==> src/rtl/epu_fetch_pkg.sv <==
// epu_fetch_pkg
//   Shared definitions for the EPU block-fetch engine.
//   - fetch_state_e : run-control FSM states
//   - RD_LAT        : SRAM read latency in cycles (data valid the cycle after mem_read)
//   - idx_width()   : width of a block index, never less than 1 bit
package epu_fetch_pkg;

  typedef enum logic [1:0] {
    ST_IDLE  = 2'd0,
    ST_FETCH = 2'd1,
    ST_DRAIN = 2'd2,
    ST_FIN   = 2'd3
  } fetch_state_e;

  localparam int RD_LAT = 1;

  function automatic int idx_width(input int n);
    return (n > 1) ? $clog2(n) : 1;
  endfunction

endpackage

==> src/rtl/epu_fetch_fifo.sv <==
// epu_fetch_fifo
//   Small synchronous FIFO used as the output skid buffer of the fetch engine.
//   Head entry is presented combinationally so the stream word is visible in
//   the same cycle the FIFO becomes non-empty. Entries are individual
//   registers with async reset so the head reads 0 while in reset.
// Ports:
//   clk, rst (async, active low)
//   push, push_data  : write one entry (caller guarantees not full)
//   pop              : remove head entry (ignored when empty)
//   head_data        : current head entry
//   empty            : no entries stored
//   count            : number of stored entries (used for read credits)
module epu_fetch_fifo #(
  parameter  int WIDTH = 8,
  parameter  int DEPTH = 4,
  localparam int PTR_W = $clog2(DEPTH),
  localparam int CNT_W = $clog2(DEPTH + 1)
) (
  input  logic             clk,
  input  logic             rst,
  input  logic             push,
  input  logic [WIDTH-1:0] push_data,
  input  logic             pop,
  output logic [WIDTH-1:0] head_data,
  output logic             empty,
  output logic [CNT_W-1:0] count
);

  logic [PTR_W-1:0] wr_ptr_reg;
  logic [PTR_W-1:0] rd_ptr_reg;
  logic [CNT_W-1:0] count_reg;
  logic [WIDTH-1:0] entries [DEPTH];
  logic             pop_ok;

  assign pop_ok = pop && (count_reg != '0);

  generate
    for (genvar gi = 0; gi < DEPTH; gi++) begin : g_entry
      logic [WIDTH-1:0] entry_reg;
      always_ff @(posedge clk or negedge rst) begin
        if (!rst) begin
          entry_reg <= '0;
        end else if (push && (wr_ptr_reg == PTR_W'(gi))) begin
          entry_reg <= push_data;
        end
      end
      assign entries[gi] = entry_reg;
    end
  endgenerate

  // DEPTH is a power of two, so pointers wrap by plain overflow.
  always_ff @(posedge clk or negedge rst) begin
    if (!rst) begin
      wr_ptr_reg <= '0;
      rd_ptr_reg <= '0;
      count_reg  <= '0;
    end else begin
      if (push) begin
        wr_ptr_reg <= wr_ptr_reg + PTR_W'(1);
      end
      if (pop_ok) begin
        rd_ptr_reg <= rd_ptr_reg + PTR_W'(1);
      end
      if (push && !pop_ok) begin
        count_reg <= count_reg + CNT_W'(1);
      end else if (!push && pop_ok) begin
        count_reg <= count_reg - CNT_W'(1);
      end
    end
  end

  assign head_data = entries[rd_ptr_reg];
  assign empty     = (count_reg == '0);
  assign count     = count_reg;

endmodule

==> src/rtl/epu_blk_fetch.sv <==
// epu_blk_fetch
//   Block-fetch engine: on start, reads blk_cnt blocks of WORDS_PER_BLK words
//   from SRAM beginning at base_addr and streams them out over valid/ready,
//   tagging each word with its block index and an end-of-block flag.
//   Reads are only issued while the skid FIFO plus the in-flight read leave
//   room, so SRAM data can always be pushed the cycle it arrives.
// Optional feature (macro EPU_FETCH_CKSUM_EN): per-block XOR checksum
//   outputs cksum / cksum_valid, accumulated on stream transfers.
// Ports:
//   clk, rst (async, active low)
//   start, base_addr, blk_cnt              : run request (sampled in IDLE)
//   mem_read, mem_addr, mem_rdata          : 1-cycle-latency SRAM read port
//   out_valid, out_ready, out_data,
//   out_last, out_blk_idx                  : output stream
//   busy, done                             : run status
//   cksum, cksum_valid                     : only with EPU_FETCH_CKSUM_EN
module epu_blk_fetch
  import epu_fetch_pkg::*;
#(
  parameter  int DATA_W        = 128,
  parameter  int ADDR_W        = 12,
  parameter  int BLOCK_NUM     = 64,
  parameter  int WORDS_PER_BLK = 16,
  parameter  int FIFO_DEPTH    = 4,
  localparam int CNT_W         = $clog2(BLOCK_NUM + 1),
  localparam int IDX_W         = idx_width(BLOCK_NUM)
) (
  input  logic              clk,
  input  logic              rst,
  input  logic              start,
  input  logic [ADDR_W-1:0] base_addr,
  input  logic [CNT_W-1:0]  blk_cnt,
  output logic              mem_read,
  output logic [ADDR_W-1:0] mem_addr,
  input  logic [DATA_W-1:0] mem_rdata,
  output logic              out_valid,
  input  logic              out_ready,
  output logic [DATA_W-1:0] out_data,
  output logic              out_last,
  output logic [IDX_W-1:0]  out_blk_idx,
  output logic              busy,
  output logic              done
`ifdef EPU_FETCH_CKSUM_EN
  ,
  output logic [DATA_W-1:0] cksum,
  output logic              cksum_valid
`endif
);

  localparam int WORD_W = $clog2(WORDS_PER_BLK);
  localparam int LIN_W  = CNT_W + WORD_W;
  localparam int FCNT_W = $clog2(FIFO_DEPTH + 1);
  localparam int CRED_W = $clog2(FIFO_DEPTH + RD_LAT + 1);
  localparam int ENT_W  = DATA_W + 1 + IDX_W;

  fetch_state_e      state_reg;
  logic [ADDR_W-1:0] base_reg;
  logic [ADDR_W-1:0] last_addr_reg;
  logic [CNT_W-1:0]  blk_cnt_reg;
  logic [CNT_W-1:0]  blk_reg;
  logic [WORD_W-1:0] word_reg;
  logic              busy_reg;
  logic              done_reg;
  logic              inflight_reg;
  logic              inflight_last_reg;
  logic [IDX_W-1:0]  inflight_idx_reg;

  logic [CNT_W-1:0]  start_cnt;
  logic [LIN_W-1:0]  lin_idx;
  logic [ADDR_W-1:0] rd_addr;
  logic              rd_last;
  logic              rd_final;
  logic [CRED_W-1:0] credit_used;
  logic [FCNT_W-1:0] fifo_count;
  logic              fifo_empty;
  logic              xfer;
  logic [ENT_W-1:0]  fifo_push_data;
  logic [ENT_W-1:0]  fifo_head;

  assign start_cnt = (blk_cnt > CNT_W'(BLOCK_NUM)) ? CNT_W'(BLOCK_NUM) : blk_cnt;

  // Blocks are contiguous, so {blk, word} is the linear word offset from base.
  assign lin_idx  = {blk_reg, word_reg};
  assign rd_addr  = base_reg + ADDR_W'(lin_idx);
  assign rd_last  = (word_reg == WORD_W'(WORDS_PER_BLK - 1));
  assign rd_final = rd_last && (blk_reg == blk_cnt_reg - CNT_W'(1));

  // Every issued read owns a FIFO slot until it is popped downstream.
  assign credit_used = CRED_W'(fifo_count) + CRED_W'(inflight_reg);
  assign mem_read    = (state_reg == ST_FETCH) && (credit_used < CRED_W'(FIFO_DEPTH));
  assign mem_addr    = mem_read ? rd_addr : last_addr_reg;

  always_ff @(posedge clk or negedge rst) begin
    if (!rst) begin
      state_reg     <= ST_IDLE;
      base_reg      <= '0;
      last_addr_reg <= '0;
      blk_cnt_reg   <= '0;
      blk_reg       <= '0;
      word_reg      <= '0;
      busy_reg      <= 1'b0;
      done_reg      <= 1'b0;
    end else begin
      done_reg <= 1'b0;
      unique case (state_reg)
        ST_IDLE: begin
          if (start) begin
            base_reg    <= base_addr;
            blk_cnt_reg <= start_cnt;
            blk_reg     <= '0;
            word_reg    <= '0;
            if (start_cnt == '0) begin
              state_reg <= ST_FIN;
              done_reg  <= 1'b1;
            end else begin
              state_reg <= ST_FETCH;
              busy_reg  <= 1'b1;
            end
          end
        end
        ST_FETCH: begin
          if (mem_read) begin
            last_addr_reg <= rd_addr;
            // WORDS_PER_BLK is a power of two: word wraps to 0 by overflow.
            word_reg <= word_reg + WORD_W'(1);
            if (rd_last) begin
              blk_reg <= blk_reg + CNT_W'(1);
            end
            if (rd_final) begin
              state_reg <= ST_DRAIN;
            end
          end
        end
        ST_DRAIN: begin
          if (!inflight_reg && fifo_empty) begin
            state_reg <= ST_FIN;
            busy_reg  <= 1'b0;
            done_reg  <= 1'b1;
          end
        end
        ST_FIN: begin
          state_reg <= ST_IDLE;
        end
        default: begin
          state_reg <= ST_IDLE;
        end
      endcase
    end
  end

  // Tags travel alongside the read so they line up with the returning data.
  always_ff @(posedge clk or negedge rst) begin
    if (!rst) begin
      inflight_reg      <= 1'b0;
      inflight_last_reg <= 1'b0;
      inflight_idx_reg  <= '0;
    end else begin
      inflight_reg <= mem_read;
      if (mem_read) begin
        inflight_last_reg <= rd_last;
        inflight_idx_reg  <= blk_reg[IDX_W-1:0];
      end
    end
  end

  assign fifo_push_data = {mem_rdata, inflight_last_reg, inflight_idx_reg};

  epu_fetch_fifo #(
    .WIDTH (ENT_W),
    .DEPTH (FIFO_DEPTH)
  ) u_fifo (
    .clk       (clk),
    .rst       (rst),
    .push      (inflight_reg),
    .push_data (fifo_push_data),
    .pop       (xfer),
    .head_data (fifo_head),
    .empty     (fifo_empty),
    .count     (fifo_count)
  );

  assign out_valid = !fifo_empty;
  assign xfer      = out_valid && out_ready;
  assign {out_data, out_last, out_blk_idx} = fifo_head;
  assign busy      = busy_reg;
  assign done      = done_reg;

`ifdef EPU_FETCH_CKSUM_EN
  logic [DATA_W-1:0] cksum_acc_reg;
  logic [DATA_W-1:0] cksum_hold_reg;
  logic [DATA_W-1:0] cksum_cur;

  assign cksum_cur   = cksum_acc_reg ^ out_data;
  assign cksum_valid = xfer && out_last;
  assign cksum       = cksum_valid ? cksum_cur : cksum_hold_reg;

  always_ff @(posedge clk or negedge rst) begin
    if (!rst) begin
      cksum_acc_reg  <= '0;
      cksum_hold_reg <= '0;
    end else if ((state_reg == ST_IDLE) && start) begin
      cksum_acc_reg <= '0;
    end else if (xfer) begin
      if (out_last) begin
        cksum_acc_reg  <= '0;
        cksum_hold_reg <= cksum_cur;
      end else begin
        cksum_acc_reg <= cksum_cur;
      end
    end
  end
`else
  // Checksum outputs are not built in this configuration.
`endif

endmodule

==> config.mk <==
export PLATFORM = sky130hd
export DESIGN_NAME = epu_blk_fetch
export DESIGN_NICKNAME = d
export VERILOG_FILES = /design/src/rtl/epu_fetch_pkg.sv /design/src/rtl/epu_fetch_fifo.sv /design/src/rtl/epu_blk_fetch.sv
export SDC_FILE = /design/constraint.sdc
export NUM_CORES = 1
export LEC_CHECK = 0
export BUFFER_PORTS_ARGS = -buffer_cell sky130_fd_sc_hd__buf_2
export CAP_MARGIN = 5
export CORE_ASPECT_RATIO = 0.75
export CORE_MARGIN = 10
export CORE_UTILIZATION = 30
export CTS_CLUSTER_DIAMETER = 30
export DETAILED_ROUTE_END_ITERATION = 8
export GPL_ROUTABILITY_DRIVEN = 0
export GPL_TIMING_DRIVEN = 0
export PLACE_DENSITY = 0.6
export SLEW_MARGIN = 40
export SYNTH_ARGS = -nofsm -noshare
export SYNTH_HDL_FRONTEND = slang
export SYNTH_SLANG_ARGS = --single-unit
==> constraint.sdc <==
create_clock -name clk -period 2.2 [get_ports clk]
set_clock_uncertainty 0.1 [all_clocks]
set_input_delay 0.22 -clock clk [delete_from_list [all_inputs] [get_ports clk]]
set_output_delay 0.22 -clock clk [all_outputs]
set_load 0.03 [all_outputs]
==> results of run 1 <==
## path summary, 6_finish.rpt
path                             startpoint                              end  slack (ns)
setup / recovery                word_reg[0]                      mem_addr[4]       -0.81
hold / removal                          rst                last_addr_reg[10]        0.06
setup reg to reg            u_fifo.count[2]                  u_fifo.count[2]       -0.15
hold reg to reg            last_addr_reg[5]                 last_addr_reg[5]        0.38
max in group asynchronous               rst  u_fifo.g_entry[0].entry_reg[57]        0.36
min in group clk               base_addr[4]                      base_reg[4]        0.22
## where the power goes
part / internal, W / total, W / leakage, nW / switching, W
Sequential: 0.0164 / 0.0191 / 7.12 / 0.00274
Combinational: 0.0168 / 0.0321 / 7.26 / 0.0153
Clock: 0.0120 / 0.0181 / 1.97 / 0.00610
## critical path, delay by kind of cell, from the launching register on
kind                     cells  cell delay (ns)
flip-flops                   1             0.42
AO/OA/AOI/OAI                3             0.56
adder cells (fa/ha/maj)      2             0.53
buffers and inverters        4             0.50
## per-layer routing
| layer | share of wire (%) | vias up | routed length, µm |
|---|---|---|---|
| li1 | - | 7485 | - |
| met1 | 42 | 8884 | 30570 |
| met2 | 50 | 355 | 36750 |
| met3 | 5.7 | 146 | 4165 |
| met4 | 2.6 | 14 | 1874 |
| met5 | 0.098 | - | 72 |
## final cells by class
| type | instances | area, µm² |
|---|---|---|
| antenna | 2 | 5.005 |
| buffer | 86 | 725.7 |
| clock buffer | 153 | 3254 |
| clock inverter | 66 | 855.8 |
| fill | 7672 | 49580 |
| inverter | 12 | 57.56 |
| multi-input combinational | 936 | 11290 |
| sequential | 601 | 15050 |
| tap | 1152 | 1441 |
| timing repair buffer | 537 | 5244 |
## cell usage in the layout (no fill, tap or decap), drive strengths merged, types with 17 or more instances in the layout
cell type | netlist | layout
dfrtp | 601 | 601
mux2 | 563 | 563
buf | 42 | 409
clkbuf | 54 | 209
dlygate4sd3 | 0 | 157
mux4 | 135 | 135
o21ai | 43 | 43
nand2 | 41 | 41
clkinv | 0 | 35
nor2 | 22 | 22
ha | 22 | 22
xnor2 | 17 | 17
## per-stage QoR
step | total power (W) | TNS, ns
6_report | 0.06929 | -54.26
3_5_place_dp | 0.04444 | -291.87
4_1_cts | 0.07022 | -93.74
3_3_place_gp | 0.04331 | -6885.93
2_1_floorplan | 0.03668 | -0.1991
5_1_grt | 0.07278 | -68.52
## cell families (layout without fill, tap and decap cells)
logic type,Yosys count,count (layout),synth area share [%]
AO/OA/AOI/OAI,76,76,1.699
XOR/XNOR,29,29,0.9891
adder cells (fa/ha/maj),24,24,1.193
other,0,2,0
buffers and inverters,108,854,1.708
multiplexers,701,701,35.59
AND/OR/NAND/NOR,106,106,1.931
flip-flops,601,601,56.89
## repair_timing
action / 4_1_cts / 5_1_grt
hold buffers: 158 / 0
pin swaps: 20 / 19
cloned: 14 / 0
buffers inserted: 51 / 19
gates resized for setup: 503 / 106
setup endpoints to repair: 714 / 358
endpoints found under the hold margin: 718 / 0
==> results.cfg, run 1 <==
[min_path]
hold_path.class = input port to async pin

[worst_setup_path]
crit_path_frequent_cell = buf_6
startpoint_type = flop
critical_path_class = flop to output port
worstPathMaxFanout = 2
crit_arrival_ns = 2.69
slowest_stage = dfrtp_2
rr_worst_depth = 10
crit_path_end_kind = output port
max_stage_delay_ns = 0.42
path_cells = ha_4, fa_2, buf_4, buf_6, buf_6, a21o_1, a211oi_4, o31ai_4, buf_6
cp.required_ns = 1.88

[timing]
grt_setup_unrepaired = yes
finalHoldViolations = 0
report.final.setup_viol = 151
final_max_slew_viol_count = 0
min_period_over_period_pct = 136.6
period_minus_slack_ns = 3.005
clock.fmax_mhz = 332.7
relSlewSlack_pct = 50.19
hold_slack_ns = 0.06427
setup_slack_ns = -0.8054
worstMarginPinSlew_ns = 0.7472

[power]
max-vdd-ir-drop_mv = 1.395
power_leakage_nw = 16.35
power_density_nw_per_um2 = 1827

[clock_tree]
cts_root_buf = clkbuf_16
cts.sinks = 601
htreeDepth = 3
path_clk_slew_ns = 0.05
clk_latency_ns = 0.66
tritoncts = yes
cts_made_buffers = 118
cts_max_path_buffers = 3

[routing]
vias = 16884
wirelength_um = 73430
remaining_drc_errors = 0
drt_iter0_drc = 821
drtAntennaViolNets = 0
routedWlPerCell_um = 20.71
drt-pass1-iter-count = 5
via_per_inst = 4.763

[die]
num_rows = 94
die_x_um = 362.8
io_pins = 302
core_um2 = 87500
die_height_um = 277.1
start_util_pct = 30.21
floorplan.die_area_um2 = 100500

[yosys]
synth_cells = 1645
syn_area_per_cell_um2 = 16.07
synth_area_leaders = dfrtp_1 (57%), mux2_2 (24%), mux4_2 (12%)
yosysMostFrequentCell = dfrtp_1
synthArstFlopShare_pct = 100.0
yosysTopAreaCellShare_pct = 56.89
netlist_area_um2 = 26440
synth_ff_type = dfrtp_1
syn-num-nets = 1820
synth_seq_area_share_pct = 56.89
synth_cell_types = 44
synth_edf_count = 0
yosys.area.top_type = dfrtp_1
ys_ff_latch = 601
synth_common_cells = dfrtp_1 (601), mux2_2 (563), mux4_2 (135)
ys_warn_count = 0

[finish]
final_cells = 3545
drive_above_1_share_pct = 59.39
area_growth_pct = 43.46
fin_nets = 2467
largest_register_ffs = 540
utilization_pct = 43.35
final_area_um2 = 37930

[global_routing]
use_met3_pct = 4.220
first_global_vias = 19530
busiest_layer = met2
grtUsageTotal_pct = 14.63
overflow = 0
grt_max_degree = 82
antenna_found_initial = 9
grt_pass1_wl_um = 115600
grt_util_met1_pct = 17.99
grt_util_met2_pct = 24.53

[placed_design]
placed_cell_area_um2 = 29680
dp.cells = 3106
place_ws_ns = -0.8515
io_buffers = 301
dp_hpwl_um = 48910

[outcome]
outcome = complete, but fails checks
violations = negative setup slack

[run]
max_cap_violations = 0
No activity file was read; power rests on OpenSTA's default activity.
==> run 2, diff against run 1 <==
PLACE_DENSITY = 0.59   (was 0.6)
clock period = 3 ns   (was 2.2 ns; I/O delays follow)
==> results.cfg, run 2 (same netlist as run 1, synthesis figures left out) <==
[outcome]
outcome = complete, but fails checks
violations = negative setup slack

[power]
seq_power_share_pct = 30.0
max-vdd-ir-drop_mv = 0.8056
swShare_pct = 35.75
p_int_w = 0.03000
p_comb_share_pct = 40.4
pwr-share-clk_pct = 29.7
p_switching_w = 0.01669
power_leakage_nw = 15.53
power_density_nw_per_um2 = 1300

[die]
die_height_um = 277.1
start_util_pct = 30.21
core_um2 = 87500
floorplan.die_area_um2 = 100500
io_pins = 302
num_rows = 94
die_x_um = 362.8

[worst_setup_path]
crit_path_frequent_cell = o21ai_2
slowest_stage = dfrtp_2
crit_path_end_kind = output port
timing.rr.start = u_fifo.wr_ptr_reg[0]
startpoint = word_reg[0]
critical_path_class = flop to output port
cp.required_ns = 2.60
max_stage_delay_ns = 0.42
crit_arrival_ns = 2.75
worstPathMaxFanout = 3
startpoint_type = flop
path_cells = ha_4, fa_2, a211oi_2, nor2_2, o21ai_2, o21ai_2, xnor2_2, o21ai_1, buf_4

[global_routing]
grt_pass1_wl_um = 111600
busiest_layer = met2
grt_max_degree = 82
antenna_found_initial = 7
grt_util_met1_pct = 17.68
overflow = 0
grtUsageTotal_pct = 14.16
first_global_vias = 19190
grt_util_met2_pct = 23.66
use_met3_pct = 3.441

[placed_design]
io_buffers = 301
dp_hpwl_um = 49410
place_ws_ns = -0.01621
placed_cell_area_um2 = 29630
dp.cells = 3106

[clock_tree]
htreeDepth = 3
cts_root_buf = clkbuf_16
cts_made_buffers = 120
cts.sinks = 601
tritoncts = yes
clk_latency_ns = 0.66
path_clk_slew_ns = 0.05
cts_max_path_buffers = 3

[timing]
worstMarginPinSlew_ns = 0.8266
grt_setup_unrepaired = yes
report.final.setup_viol = 7
relSlewSlack_pct = 44.90
clock.fmax_mhz = 317.9
finalHoldViolations = 0
final_max_slew_viol_count = 0
min_period_over_period_pct = 104.9
setup_slack_ns = -0.1455
period_minus_slack_ns = 3.146
hold_slack_ns = 0.06559

[finish]
final_cells = 3504
largest_register_ffs = 540
multi_input_area_um2 = 11120
final_cell_mix = dfrtp_1 (596), mux2_2 (563), buf_2 (311), dlygate4sd3_1 (156), mux4_2 (135)
fin_nets = 2420
fillers = 7902
area_growth_pct = 35.86
drive_above_1_share_pct = 56.74
final_area_um2 = 35920
utilization_pct = 41.05
layout_commonest_cell = dfrtp_1
layout.area.seq_um2 = 15050

[routing]
wirelength_um = 71580
remaining_drc_errors = 0
via_per_inst = 4.763
drt_iter0_drc = 714
vias = 16688
drtAntennaViolNets = 0
drt-pass1-iter-count = 4
routedWlPerCell_um = 20.43

[min_path]
hold_path.class = input port to async pin

[run]
max_cap_violations = 0
-- run 2: changes by cell type in the layout (fill, tap and decap cells not counted), sizes merged, moves of 2 or more --
cell    before  now
buf        409  363
bufinv      13   17
clkbuf     209  205
clkinv      35   37
inv         16   21
-- run 2: critical path, delay by kind of cell, from the launching register on --
family	cells	cell delay, ns
AO/OA/AOI/OAI	4	0.72
adder cells (fa/ha/maj)	2	0.52
flip-flops	1	0.42
buffers and inverters	1	0.18
XOR/XNOR	1	0.15
AND/OR/NAND/NOR	1	0.10
-- run 2: through the flow --
| stage | TNS, ns | power (W) |
|---|---|---|
| final | -0.6740 | 0.04669 |
| after global routing | -1.667 | 0.04921 |
| after CTS | -0.8729 | 0.04724 |
| after detailed placement | -0.08817 | 0.03250 |
| after global placement | -6137.94 | 0.03164 |
| after floorplan | 0 | 0.02680 |
-- run 2: path summary, 6_finish.rpt --
path / to / slack (ns) / cells after the start
max: mem_addr[10] / -0.15 / 9
min: last_addr_reg[7] / 0.07 / 2
max reg2reg: u_fifo.g_entry[0].entry_reg[11] / 0.23 / 6
min reg2reg: last_addr_reg[7] / 0.38 / 2
max in group asynchronous: u_fifo.g_entry[3].entry_reg[55] / 0.88 / 6
min in group clk: base_reg[10] / 0.30 / 3
-- run 2: layout make-up --
cell class / instances / area share (%)
Buffer: 95 / 1.397
Timing Repair Buffer: 479 / 9.586
Clock buffer: 150 / 9.325
Clock inverter: 78 / 2.707
Antenna cell: 1 / 0.006967
Sequential cell: 601 / 41.89
Multi-Input combinational cell: 936 / 30.95
Inverter: 12 / 0.1254
Tap cell: 1152 / 4.013
-- run 2: layer usage --
| metal | part of all wire, % | vias to the layer above | wire (µm) |
|---|---|---|---|
| met5 | 0.056 | - | 40 |
| met4 | 3.0 | 6 | 2133 |
| met3 | 4.8 | 152 | 3452 |
| met2 | 50 | 368 | 35550 |
| met1 | 42 | 8766 | 30400 |
| li1 | - | 7396 | - |
-- run 2: power by group through the flow --
stage | clock network [W] | registers, W | logic, W
finish | 0.0139 | 0.0140 | 0.0188
CTS | 0.0142 | 0.0140 | 0.0191
global placement | 0 | 0.0137 | 0.0180
global route | 0.0146 | 0.0144 | 0.0202
floorplan | 0 | 0.0133 | 0.0135
detailed placement | 0 | 0.0141 | 0.0184
-- run 2: timing repair --
item                                   4_1_cts  5_1_grt
pin swaps                                    9        9
resized for setup                           77       38
endpoints found under the hold margin      721        0
gates cloned                                 0        0
hold buffers                               156        0
setup endpoints to repair                  173       60
setup buffers                               11        4
==> run 3, diff against run 2 <==
--- a/config.mk
+++ b/config.mk
@@ -7,5 +7,4 @@
 export LEC_CHECK = 0
 export BUFFER_PORTS_ARGS = -buffer_cell sky130_fd_sc_hd__buf_2
-export CAP_MARGIN = 5
 export CORE_ASPECT_RATIO = 0.75
 export CORE_MARGIN = 10
@@ -16,5 +15,5 @@
 export GPL_TIMING_DRIVEN = 0
 export PLACE_DENSITY = 0.59
-export SLEW_MARGIN = 40
+export SLEW_MARGIN = 20
 export SYNTH_ARGS = -nofsm -noshare
 export SYNTH_HDL_FRONTEND = slang
==> constraint.sdc (replaced) <==
create_clock -name clk -period 3 [get_ports clk]
set_clock_uncertainty 0.1 [all_clocks]
set_input_delay 0 -clock clk [delete_from_list [all_inputs] [get_ports clk]]
set_output_delay 0 -clock clk [all_outputs]
set_load 0.03 [all_outputs]
==> results.cfg, run 3 (same netlist as run 1, synthesis figures left out) <==
[outcome]
outcome = finished clean

[worst_setup_path]
cp_top_family = flip-flops
crit_arrival_ns = 2.77
cp.depth = 8
rr_worst_depth = 6
crit_path_frequent_cell = o21ai_1
worstPathMaxFanout = 6
max_stage_delay_ns = 0.45
path_cells = ha_1, o21ai_1, o21ai_1, and4_1, nor3_4, xor2_1, o21ai_1, buf_4
startpoint_type = flop
crit_path_end_kind = output port
critical_path_class = flop to output port
slowest_stage = dfrtp_1
cp_num_buf_inv = 1
cp.required_ns = 2.90

[finish]
fin_nets = 2415
layout_commonest_cell = dfrtp_1
area_growth_pct = 34.11
final_cell_mix = dfrtp_1 (597), mux2_2 (563), buf_2 (332), dlygate4sd3_1 (166), mux4_2 (135)
drive_above_1_share_pct = 54.93
final_cells = 3487
fillers = 7920
largest_register_ffs = 540

[timing]
report.final.setup_viol = 0
hold_slack_ns = 0.05392
period_minus_slack_ns = 2.868
setup_slack_ns = 0.1324
final_max_slew_viol_count = 0
worstMarginPinSlew_ns = 0.8505
grt_setup_unrepaired = yes
relSlewSlack_pct = 43.30
clock.fmax_mhz = 348.7
finalHoldViolations = 0
min_period_over_period_pct = 95.59

[global_routing]
grtUsageTotal_pct = 14.08
grt_max_degree = 108
grt_pass1_wl_um = 111000
first_global_vias = 18857
antenna_found_initial = 8
overflow = 0

[placed_design]
place_ws_ns = -0.2099
dp.cells = 3104
io_buffers = 301
dp_hpwl_um = 49150

[die]
core_um2 = 87500
num_rows = 94
die_x_um = 362.8
start_util_pct = 30.21
floorplan.die_area_um2 = 100500
die_height_um = 277.1
io_pins = 302

[routing]
drtAntennaViolNets = 0
drt-pass1-iter-count = 5
remaining_drc_errors = 0
drt_iter0_drc = 745
routedWlPerCell_um = 20.42
via_per_inst = 4.761
vias = 16600
wirelength_um = 71200

[min_path]
hold_path.class = input port to flop
worstHoldPathCells = 3

[clock_tree]
htreeDepth = 3
path_clk_slew_ns = 0.05
clk_latency_ns = 0.66
cts_max_path_buffers = 3
cts.sinks = 601
tritoncts = yes
cts_made_buffers = 116
cts_root_buf = clkbuf_16

[power]
power_leakage_nw = 15.28
power_density_nw_per_um2 = 1287
max-vdd-ir-drop_mv = 0.9939

[run]
max_cap_violations = 0
==> run 3: changes by cell type in the layout (fill, tap and decap cells not counted), sizes merged <==
cell	previous run	this run
clkinvlp	15	20
dlygate4sd3	156	166
clkbuf	205	202
inv	21	17
bufinv	17	15
buf	363	352
clkinv	37	25
==> run 3: area by class of cell <==
class | count | area, µm² | share of cell area (%)
Buffer | 95 | 425.4 | 1.200
Antenna cell | 1 | 2.502 | 0.007058
Clock inverter | 65 | 878.3 | 2.477
Inverter | 12 | 45.04 | 0.1270
Multi-Input combinational cell | 936 | 11010 | 31.06
Timing Repair Buffer | 478 | 3388 | 9.556
Clock buffer | 147 | 3219 | 9.080
Sequential cell | 601 | 15040 | 42.43
Tap cell | 1152 | 1441 | 4.065
==> run 3: timing repair <==
action                     4_1_cts  5_1_grt
pin swaps                        3        1
buffers inserted                 1        3
setup endpoints to repair      286       13
hold buffers                   167        0
gates resized for setup         30       21
hold endpoints to repair       893        0
==> run 3: stage by stage <==
step	setup TNS, ns	cell area (µm²)	utilization [%]	total power (W)
2_1_floorplan	0	26440	-	0.02680
6_report	0	35460	40.52	0.04565
4_1_cts	0	35400	40.46	0.04625
3_5_place_dp	-10.59	29560	33.78	0.03248
5_1_grt	-0.04965	35450	40.52	0.04815
3_3_place_gp	-5952.43	29390	33.58	0.03164
==> run 3: power by group <==
group	leakage, nW	switching [W]	internal, W	total, W
Clock	1.95	0.00438	0.00886	0.0132
Sequential	7.12	0.00196	0.0120	0.0140
Combinational	6.21	0.0101	0.00832	0.0184
==> run 3: worst reg2reg max path, stage by stage (launching register included) <==
cell      delay, ns
dfrtp_1        0.41
inv_1          0.09
ha_1           0.20
nand2_1        0.56
clkbuf_2       0.50
buf_2          0.41
mux2_2         0.39
==> run 3: path summary, 6_finish.rpt <==
path                                      start                          endpoint  slack [ns]
max                                 word_reg[2]                      mem_addr[11]        0.13
min reg2reg                    last_addr_reg[8]                  last_addr_reg[8]        0.38
max reg2reg                u_fifo.wr_ptr_reg[0]   u_fifo.g_entry[0].entry_reg[38]        0.21
min in group asynchronous                   rst                  last_addr_reg[2]        0.39
min                              mem_rdata[104]  u_fifo.g_entry[0].entry_reg[111]        0.05
max in group asynchronous                   rst   u_fifo.g_entry[3].entry_reg[55]        1.06
==> run 3: routing by layer <==
layer	up-vias	wire (µm)	part of all wire [%]	GRT usage [%]
met1	8688	30260	43	17.51
li1	7387	-	-	-
met3	166	3817	5.4	3.814
met4	10	2310	3.2	5.230
met2	349	34750	49	23.21
met5	-	57	0.080	0
